===== config.mk =====
export PLATFORM = sky130hd
export DESIGN_NAME = genius_autoplayer
export DESIGN_NICKNAME = d
export VERILOG_FILES = /design/src/rtl/genius_autoplayer.sv
export SDC_FILE = /design/constraint.sdc
export NUM_CORES = 1
export LEC_CHECK = 0
export BUFFER_PORTS_ARGS = -buffer_cell sky130_fd_sc_hd__buf_2
export CORE_MARGIN = 2
export CORE_UTILIZATION = 50
export DETAILED_ROUTE_END_ITERATION = 16
export PLACE_DENSITY = 0.77
export SLEW_MARGIN = 20
export SYNTH_ARGS = -nofsm -noshare
export SYNTH_HDL_FRONTEND = slang
export SYNTH_SLANG_ARGS = --single-unit

===== constraint.sdc =====
create_clock -name clock -period 2.54 [get_ports clock]
set_input_delay 0.381 -clock clock [delete_from_list [all_inputs] [get_ports clock]]
set_output_delay 0.381 -clock clock [all_outputs]
set_load 0.1 [all_outputs]

===== src/rtl/genius_autoplayer.sv =====
// Captures the game's LED sequence and replays it as registered button presses.
// Optional macro AUTOPLAYER_MISTAKE_EN; seq_len is one bit wider than the buffer index so that a full buffer can report DEPTH.
module genius_autoplayer #(
  parameter int DEPTH        = 16,
  parameter int PRESS_CYCLES = 2,
  parameter int GAP_CYCLES   = 4
) (
  input  logic                   clock,
  input  logic                   reset,
  input  logic                   enable,
  input  logic [2:0]             leds_in,
  input  logic                   input_phase,
  output logic [2:0]             btn,
  output logic [$clog2(DEPTH):0] seq_len,
  output logic                   done,
  output logic                   error
);
  localparam int AW = $clog2(DEPTH);
  localparam int LW = AW + 1;
  localparam logic [7:0] PRESS_LAST = 8'(PRESS_CYCLES - 1);
  localparam logic [7:0] GAP_LAST   = 8'(GAP_CYCLES - 1);

  typedef enum logic [2:0] {
    S_IDLE    = 3'd0,
    S_CAPTURE = 3'd1,
    S_PRESS   = 3'd2,
    S_GAP     = 3'd3,
    S_DONE    = 3'd4
  } state_t;

  state_t          state_q, state_d;
  logic [2:0]      leds_prev_q;
  logic            phase_prev_q;
  logic [LW-1:0]   seq_len_q, seq_len_d;
  logic [LW-1:0]   ptr_q, ptr_d;
  logic [7:0]      cnt_q, cnt_d;
  logic [2:0]      btn_q, btn_d;
  logic            done_q, done_d;
  logic            error_q, error_d;
  logic [1:0]      mem_q [DEPTH];
  logic            mem_we;
  logic [AW-1:0]   mem_wa;
  logic [1:0]      mem_wd;

  logic            cap_evt, phase_rise, leds_onehot, full, abort;
  logic [1:0]      leds_idx, press_idx;
  logic [LW-1:0]   ptr_inc, press_ptr;
  logic [2:0]      press_btn;

  assign cap_evt     = enable && !input_phase && (leds_prev_q == 3'b000) && (leds_in != 3'b000);
  assign phase_rise  = input_phase && !phase_prev_q;
  assign leds_onehot = (leds_in == 3'b001) || (leds_in == 3'b010) || (leds_in == 3'b100);
  assign full        = (seq_len_q == LW'(DEPTH));
  assign abort       = !enable || !input_phase;
  assign ptr_inc     = ptr_q + 1'b1;

  always_comb begin
    leds_idx = 2'd0;
    case (leds_in)
      3'b010:  leds_idx = 2'd1;
      3'b100:  leds_idx = 2'd2;
      default: leds_idx = 2'd0;
    endcase
  end

  // Entry that the next registered btn value will show, looked up one cycle ahead.
  always_comb begin
    press_ptr = '0;
    case (state_q)
      S_PRESS: press_ptr = ptr_q;
      S_GAP:   press_ptr = ptr_inc;
      default: press_ptr = '0;
    endcase
    press_idx = mem_q[press_ptr[AW-1:0]];
`ifdef AUTOPLAYER_MISTAKE_EN
    if (press_ptr == seq_len_q - LW'(1)) begin
      press_idx = (press_idx == 2'd2) ? 2'd0 : press_idx + 2'd1;
    end
`endif
    press_btn = 3'b001 << press_idx;
  end

  always_comb begin
    state_d   = state_q;
    seq_len_d = seq_len_q;
    ptr_d     = ptr_q;
    cnt_d     = cnt_q;
    btn_d     = 3'b000;
    done_d    = 1'b0;
    error_d   = error_q;
    mem_we    = 1'b0;
    mem_wa    = seq_len_q[AW-1:0];
    mem_wd    = leds_idx;
    case (state_q)
      S_IDLE: begin
        if (cap_evt) begin
          if (!leds_onehot) begin
            error_d = 1'b1;
          end else begin
            mem_we    = 1'b1;
            mem_wa    = '0;
            seq_len_d = LW'(1);
            state_d   = S_CAPTURE;
          end
        end
      end
      S_CAPTURE: begin
        if (!enable) begin
          state_d   = S_IDLE;
          seq_len_d = '0;
        end else if (phase_rise) begin
          state_d = S_PRESS;
          ptr_d   = '0;
          cnt_d   = '0;
          btn_d   = press_btn;
        end else if (cap_evt) begin
          if (!leds_onehot || full) begin
            error_d = 1'b1;
          end else begin
            mem_we    = 1'b1;
            seq_len_d = seq_len_q + LW'(1);
          end
        end
      end
      S_PRESS: begin
        if (abort) begin
          state_d   = S_IDLE;
          seq_len_d = '0;
        end else if (cnt_q == PRESS_LAST) begin
          state_d = S_GAP;
          cnt_d   = '0;
        end else begin
          cnt_d = cnt_q + 8'd1;
          btn_d = press_btn;
        end
      end
      S_GAP: begin
        if (abort) begin
          state_d   = S_IDLE;
          seq_len_d = '0;
        end else if (cnt_q == GAP_LAST) begin
          ptr_d = ptr_inc;
          cnt_d = '0;
          if (ptr_inc < seq_len_q) begin
            state_d = S_PRESS;
            btn_d   = press_btn;
          end else begin
            state_d = S_DONE;
            done_d  = 1'b1;
          end
        end else begin
          cnt_d = cnt_q + 8'd1;
        end
      end
      S_DONE: begin
        state_d   = S_IDLE;
        seq_len_d = '0;
      end
      default: begin
        state_d   = S_IDLE;
        seq_len_d = '0;
      end
    endcase
  end

  always_ff @(posedge clock or posedge reset) begin
    if (reset) begin
      state_q      <= S_IDLE;
      leds_prev_q  <= 3'b000;
      phase_prev_q <= 1'b0;
      seq_len_q    <= '0;
      ptr_q        <= '0;
      cnt_q        <= '0;
      btn_q        <= 3'b000;
      done_q       <= 1'b0;
      error_q      <= 1'b0;
    end else begin
      state_q      <= state_d;
      leds_prev_q  <= leds_in;
      phase_prev_q <= input_phase;
      seq_len_q    <= seq_len_d;
      ptr_q        <= ptr_d;
      cnt_q        <= cnt_d;
      btn_q        <= btn_d;
      done_q       <= done_d;
      error_q      <= error_d;
    end
  end

  // Buffer is never read beyond seq_len, so it carries no reset.
  always_ff @(posedge clock) begin
    if (mem_we) begin
      mem_q[mem_wa] <= mem_wd;
    end
  end

  assign btn     = btn_q;
  assign seq_len = seq_len_q;
  assign done    = done_q;
  assign error   = error_q;
endmodule


==> impl_metrics.toml, run 1 <==
[outcome]
status = "completed"

[timing]
drv_slew = 0
fin_crit_sh = 0.9639
fin_tns_setup_ns = 0
final.setup.worst_slack_ns = 0.09157
hold_violations = 0
clock.fmax_mhz = 408.4
maxSlewHeadroom = 0.6576
rsz0062_at_grt = "false"
holdWs_ns = 0.09814
clock_skew_ns = 0.006224
period_needed_ns = 2.448
tightestPinTransition_ns = 0.5096
setup_viol = 0

[critical_path]
cp_slowest_cell = "or4_4"
path_max_fanout = 8
cp_data_required_time_ns = 2.81
cp-end-kind = "flop"
critPathMaxStageDelay_ns = 0.55
path_common_cell = "or4_4"
worst-setup-path-type = "flop to flop"
crit_chain = "or4_4 -> or4_4 -> nand2b_4 -> o221ai_2 -> or4b_1 -> o21ai_1"
start_kind = "flop"
cp.arrival_ns = 2.72

[placement]
numPortBuffers = 16
placed_cells = 397
gp_congestion = 0.8430
pre_cts_ws_ns = 0.09957
dp_hpwl_um = 5029

[floorplan]
rows = 29
die_h_um = 84.34
die_w_um = 84.34
core_area_um2 = 6277
die-area_um2 = 7112
io_pins = 17
initial_core_util = 0.5141

[clocking]
cts_buffer_depth = 2
cts_tree = "built"
clk_latency_ns = 0.34
cts.sinks = 62
cts-root-buf = "clkbuf_8"
hold_buffers = 0
htree_levels = 3
cts_buffers = 9
clkSlewWorstSetupHoldPaths_ns = 0.07

[grt]
antenna_found_initial = 0
grt_pass1_vias = 2378
track_usage = 0.2164
grt_pass1_wl_um = 11990
overflow = 0
grt_max_degree = 31

[detailed_routing]
viasPerCell = 6.063
ant_nets = 0
drt_iter0_drc = 214
num_vias = 2504
wirelength_um = 7072
wire_per_inst_um = 17.12
drc_errors = 0
dr.pass1.iters = 5

[logic_synthesis]
ys.flop_type = "edfxtp_1"
yosys_warnings = 0
syn_area_um2 = 3227
synth_cells = 302
ys_seq_elements = 62
synth_seq_area_share = 0.5304
synth-async-reset-ratio = 0.4839
synth_cell_types = 52
syn_area_per_cell_um2 = 10.68
synth_edf_count = 32
syn_nets = 318

[cells_and_area]
instances_no_fill = 413
antenna-diode-count = 0
area_delta_synth_final_pct = 15.16
fillCellCount = 503
drive_gt1_frac = 0.2083
nets = 347

[power_and_ir_drop]
p_comb_frac = 0.334
p_int_w = 0.002089
p_per_area_nw_per_um2 = 867.9
leakage_nw = 1.501
finalPower_w = 0.003225
p_seq_frac = 0.368
ir_worst_vdd_mv = 0.5419
swShare = 0.3523
p_switching_w = 0.001136
pwr-share-clk = 0.297

[min_path]
hp-class = "input pin to asynchronous set/reset pin"

[flow_run]
max_cap_viol_count = 0
-- cells in the final DEF, fill, tap and decap left out, drive strengths merged, types with 2 or more instances in the layout --
master	n
a21oi	5
o21ai	27
o31ai	3
clkbuf	9
o41ai	2
xor2	4
a41o	3
mux2	8
mux2i	6
nor3	7
nand4	4
nor3b	4
bufinv	2
nand2	19
nand3b	2
and3	8
nand2b	7
and3b	3
a211oi	7
a31oi	3
or4	4
clkinv	4
edfxtp	32
inv	10
or3	2
ha	9
o21bai	2
xnor2	5
dfrtp	30
nor2	33
buf	33
nand3	13
nor2b	6
o211ai	3
-- state kept, by name, indices dropped and copies added (netlist names) --
register      cells
leds_prev_q       3
mem_q            32
phase_prev_q      1
seq_len           5
error             1
btn               3
state_q           3
ptr_q             5
cnt_q             8
done              1
-- cells in the mapped netlist, types with 2 or more instances --
cell type	count	area share
mux2_2	8	0.028
nand3_1	13	0.020
o31ai_1	3	0.0070
a211oi_1	7	0.016
nand4_1	4	0.0078
and3b_1	3	0.0081
o211ai_1	3	0.0070
nor2_1	33	0.038
nand2_1	19	0.022
or3_1	2	0.0039
a31oi_1	3	0.0058
mux2i_1	6	0.019
a21oi_1	5	0.0078
or4_1	2	0.0047
nand2b_1	6	0.012
ha_1	9	0.035
nor3_1	7	0.011
nand3b_1	2	0.0047
clkbuf_1	14	0.016
o21ai_0	26	0.040
xnor2_1	5	0.014
or4_4	2	0.0070
dfrtp_1	30	0.23
a41o_1	3	0.0093
o41ai_1	2	0.0054
xor2_1	4	0.011
nor3b_1	3	0.0070
and3_1	8	0.016
edfxtp_1	32	0.30
nor2b_1	6	0.012
inv_1	10	0.012
o21bai_1	2	0.0047
-- layout make-up --
cell class,count,area (µm²),area share
Tap cell,77,96.34,0.02593
Clock buffer,9,123.9,0.03333
Inverter,10,37.54,0.01010
Sequential cell,62,1714,0.4613
Multi-Input combinational cell,215,1438,0.3869
Clock inverter,7,98.84,0.02660
Timing Repair Buffer,33,207.7,0.05589
-- worst max-delay path: cells and delay by family, from the launching register on --
| family | cells | cell delay, ns |
|---|---|---|
| DFF | 1 | 0.41 |
| AOI/OAI and AO/OA | 2 | 0.27 |
| and+or+nand+nor | 4 | 1.71 |
-- path summary, 6_finish.rpt --
path	depth (start not counted)	endpoint	slack [ns]	start
max	6	state_q[1]	0.09	cnt_q[6]
min	3	seq_len[4]	0.1	reset
max reg2reg	6	state_q[1]	0.09	cnt_q[6]
min reg2reg	1	error	0.47	error
max in group asynchronous	3	seq_len[0]	2.14	reset
min in group clock	1	leds_prev_q[1]	0.20	leds_in[1]
-- power by group through the flow --
stage / clock network (W) / logic, W / registers (W)
after floorplan: 0 / 0.000691 / 0.00125
after global routing: 0.00102 / 0.00118 / 0.00120
final: 0.000959 / 0.00108 / 0.00119
after CTS: 0.000979 / 0.00106 / 0.00118
after detailed placement: 0 / 0.00105 / 0.00120
after global placement: 0 / 0.00101 / 0.00120
-- per-layer routing --
metal,vias up,share of wire,wire (µm),global-route usage
met5,-,0,0,0
met4,0,0.025,175,0.09812
met3,16,0.061,431,0.04031
met2,102,0.46,3279,0.3218
met1,1208,0.45,3185,0.3105
li1,1178,-,-,-
-- what timing repair did --
item,CTS,global route
resized for setup,0,3
setup endpoints to repair,0,1
setup buffers,0,0
-- stage by stage --
| step | cell area [µm²] | util |
|---|---|---|
| after floorplan | 3234 | - |
| after global placement | 3481 | 0.5545 |
| after detailed placement | 3481 | 0.5545 |
| after CTS | 3704 | 0.5900 |
| after global routing | 3716 | 0.5920 |
| final | 3716 | 0.5920 |
-- kinds of logic (layout without fill, tap and decap cells) --
| kind of cell | after synthesis | after routing | share of synthesized area |
|---|---|---|---|
| AOI/OAI and AO/OA | 66 | 66 | 0.1361 |
| xor gates and xnor gates | 9 | 9 | 0.02443 |
| adders and majority gates | 9 | 9 | 0.03490 |
| buffers and inverters | 25 | 59 | 0.02947 |
| DFF | 62 | 62 | 0.5304 |
| muxes | 15 | 15 | 0.05351 |
| and+or+nand+nor | 116 | 116 | 0.1912 |
Note: power is estimated with default switching activity, not from simulation.
==> run 2: changes to the inputs <==
--- a/config.mk
+++ b/config.mk
@@ -6,7 +6,7 @@
 export NUM_CORES = 1
 export LEC_CHECK = 0
 export BUFFER_PORTS_ARGS = -buffer_cell sky130_fd_sc_hd__buf_2
-export CORE_MARGIN = 2
+export CORE_MARGIN = 4
 export CORE_UTILIZATION = 50
 export DETAILED_ROUTE_END_ITERATION = 16
 export PLACE_DENSITY = 0.77
==> run 2 against run 1 <==
Fmax increased by 0.90%; worst hold slack got worse by 0.0076 ns; highest routed layer unchanged; clock skew increased by 0.0035 ns; global-route usage decreased by 0.16 points; setup slack improved by 0.022 ns.
==> impl_metrics.toml, run 2 (synthesized netlist as in run 1, its figures left out) <==
[grt]
overflow = 0
grt_pass1_wl_um = 12700
grt_max_degree = 31
grt_pass1_vias = 2457
antenna_found_initial = 0
track_usage = 0.2147

[placement]
dp_hpwl_um = 5183
gp_congestion = 0.8379
placed_cells = 398
pre_cts_ws_ns = 0.08884
numPortBuffers = 16

[critical_path]
cp.arrival_ns = 2.70
cp.buffers_inverters = 0
path_delay_family = "simple AND/OR/NAND/NOR gates"
worst-setup-path-type = "flop to flop"
r2r-start = "cnt_q[6]"
path_max_fanout = 8
cp-end-kind = "flop"
cp_data_required_time_ns = 2.81
start_kind = "flop"
cp_slowest_cell = "or4_4"
crit_chain = "or4_4 -> or4_4 -> nand2b_4 -> o221ai_2 -> or4b_1 -> o21ai_1"
path_common_cell = "or4_4"
reg2regPathDepth = 6
reg2reg_slack_ns = 0.11
r2r-end = "state_q[1]"
critPathMaxStageDelay_ns = 0.55

[detailed_routing]
viasPerCell = 6.077
dr.pass1.iters = 5
dr_wl_met3_um = 419
highest-signal-layer = "met4"
drc_errors = 0
num_vias = 2516
wire_per_inst_um = 17.96
drt_iter0_drc = 194
wl_met2_um = 3582
wirelength_um = 7437
ant_nets = 0
wl_met1_um = 3284

[timing]
clock_skew_ns = 0.009679
hold_violations = 0
fin_crit_sh = 0.9554
tightestPinTransition_ns = 0.5587
period_needed_ns = 2.427
maxSlewHeadroom = 0.6247
setup_viol = 0
rsz0062_at_grt = "false"
fin_tns_setup_ns = 0
drv_slew = 0
final.setup.worst_slack_ns = 0.1134
clock.fmax_mhz = 412.1

[clocking]
clk_latency_ns = 0.35
cts_buffers = 9
cts_setup_buffers = 0
clkSlewWorstSetupHoldPaths_ns = 0.08
cts_buffer_depth = 2
cts_tree = "built"
cts.sinks = 62
htree_levels = 3
cts-root-buf = "clkbuf_8"

[cells_and_area]
top_regs = "mem_q x32, cnt_q x8"
largest_register_ffs = 32
largest-register = "mem_q"
drive_gt1_frac = 0.2047
antenna-diode-count = 0
nets = 348
area_delta_synth_final_pct = 15.28
instances_no_fill = 414
layout_common_cells = "33 x nor2_1, 32 x edfxtp_1, 28 x dfrtp_1, 26 x o21ai_0, 19 x nand2_1"
layout_commonest_cell = "nor2_1"

[power_and_ir_drop]
p_per_area_nw_per_um2 = 884.4
leakage_nw = 1.509
ir_worst_vdd_mv = 0.4919

[flow_run]
max_cap_viol_count = 0

[min_path]
hp-class = "input pin to asynchronous set/reset pin"

[floorplan]
core_area_um2 = 6314
die-area_um2 = 7803
initial_core_util = 0.5111
die_w_um = 88.34
die_h_um = 88.34
rows = 29
io_pins = 17

[outcome]
status = "completed"
[run 2: layout make-up]
| type | count | area [µm²] |
|---|---|---|
| clock buffers | 9 | 123.9 |
| clock inverters | 7 | 103.9 |
| fillers | 519 | 2594 |
| inverters | 10 | 37.54 |
| multi-input cells | 215 | 1429 |
| flip-flops and latches | 62 | 1714 |
| well taps | 77 | 96.34 |
| repair buffers | 34 | 215.2 |
[run 2: stage by stage]
step	total power, W	hold slack, ns	util	instance area, µm²
finish	0.003290	0.09050	0.5892	3720
global route	0.003478	0.1348	0.5892	3720
CTS	0.003281	0.1037	0.5886	3716
detailed placement	0.002274	0.4859	0.5525	3488
global placement	0.002240	0.4547	0.5525	3488
floorplan	0.001940	0.4124	-	3234
[run 2: report_power, final]
| part | internal, W | total (W) | switching (W) |
|---|---|---|---|
| registers | 0.00111 | 0.00121 | 0.0000950 |
| logic | 0.000439 | 0.00108 | 0.000639 |
| clock network | 0.000566 | 0.00100 | 0.000438 |
| total | 0.00212 | 0.00329 | 0.00117 |
[run 2: timing repair]
item	4_1_cts	5_1_grt
hold buffers	0	0
resized for setup	0	1
endpoints found under the setup margin	0	1
[run 2: worst max-delay path by stage]
| stage | start | end | slack (ns) | depth (start not counted) |
|---|---|---|---|---|
| 5_1_grt | leds_prev_q[1] | mem_q[8][0] | 0.007 | 6 |
| 4_1_cts | cnt_q[6] | state_q[1] | 0.12 | 6 |
| 2_1_floorplan | leds_in[0] | mem_q[0][0] | 0.09 | 7 |
| 3_3_place_gp | input_phase | mem_q[0][0] | 0.15 | 6 |
| 3_5_place_dp | input_phase | mem_q[0][1] | 0.09 | 6 |
| 6_report | cnt_q[6] | state_q[1] | 0.11 | 6 |
[run 2: tightest hold or removal path, stage by stage]
cell   delay, ns
buf_2       0.09
inv_1       0.04
buf_4       0.35
[run 2: per-layer routing]
metal  up-vias  global-route usage
met3        15             0.05214
met1      1236              0.2907
met4         0             0.08242
li1       1181                   -
met2        84              0.3358
met5         -                   0
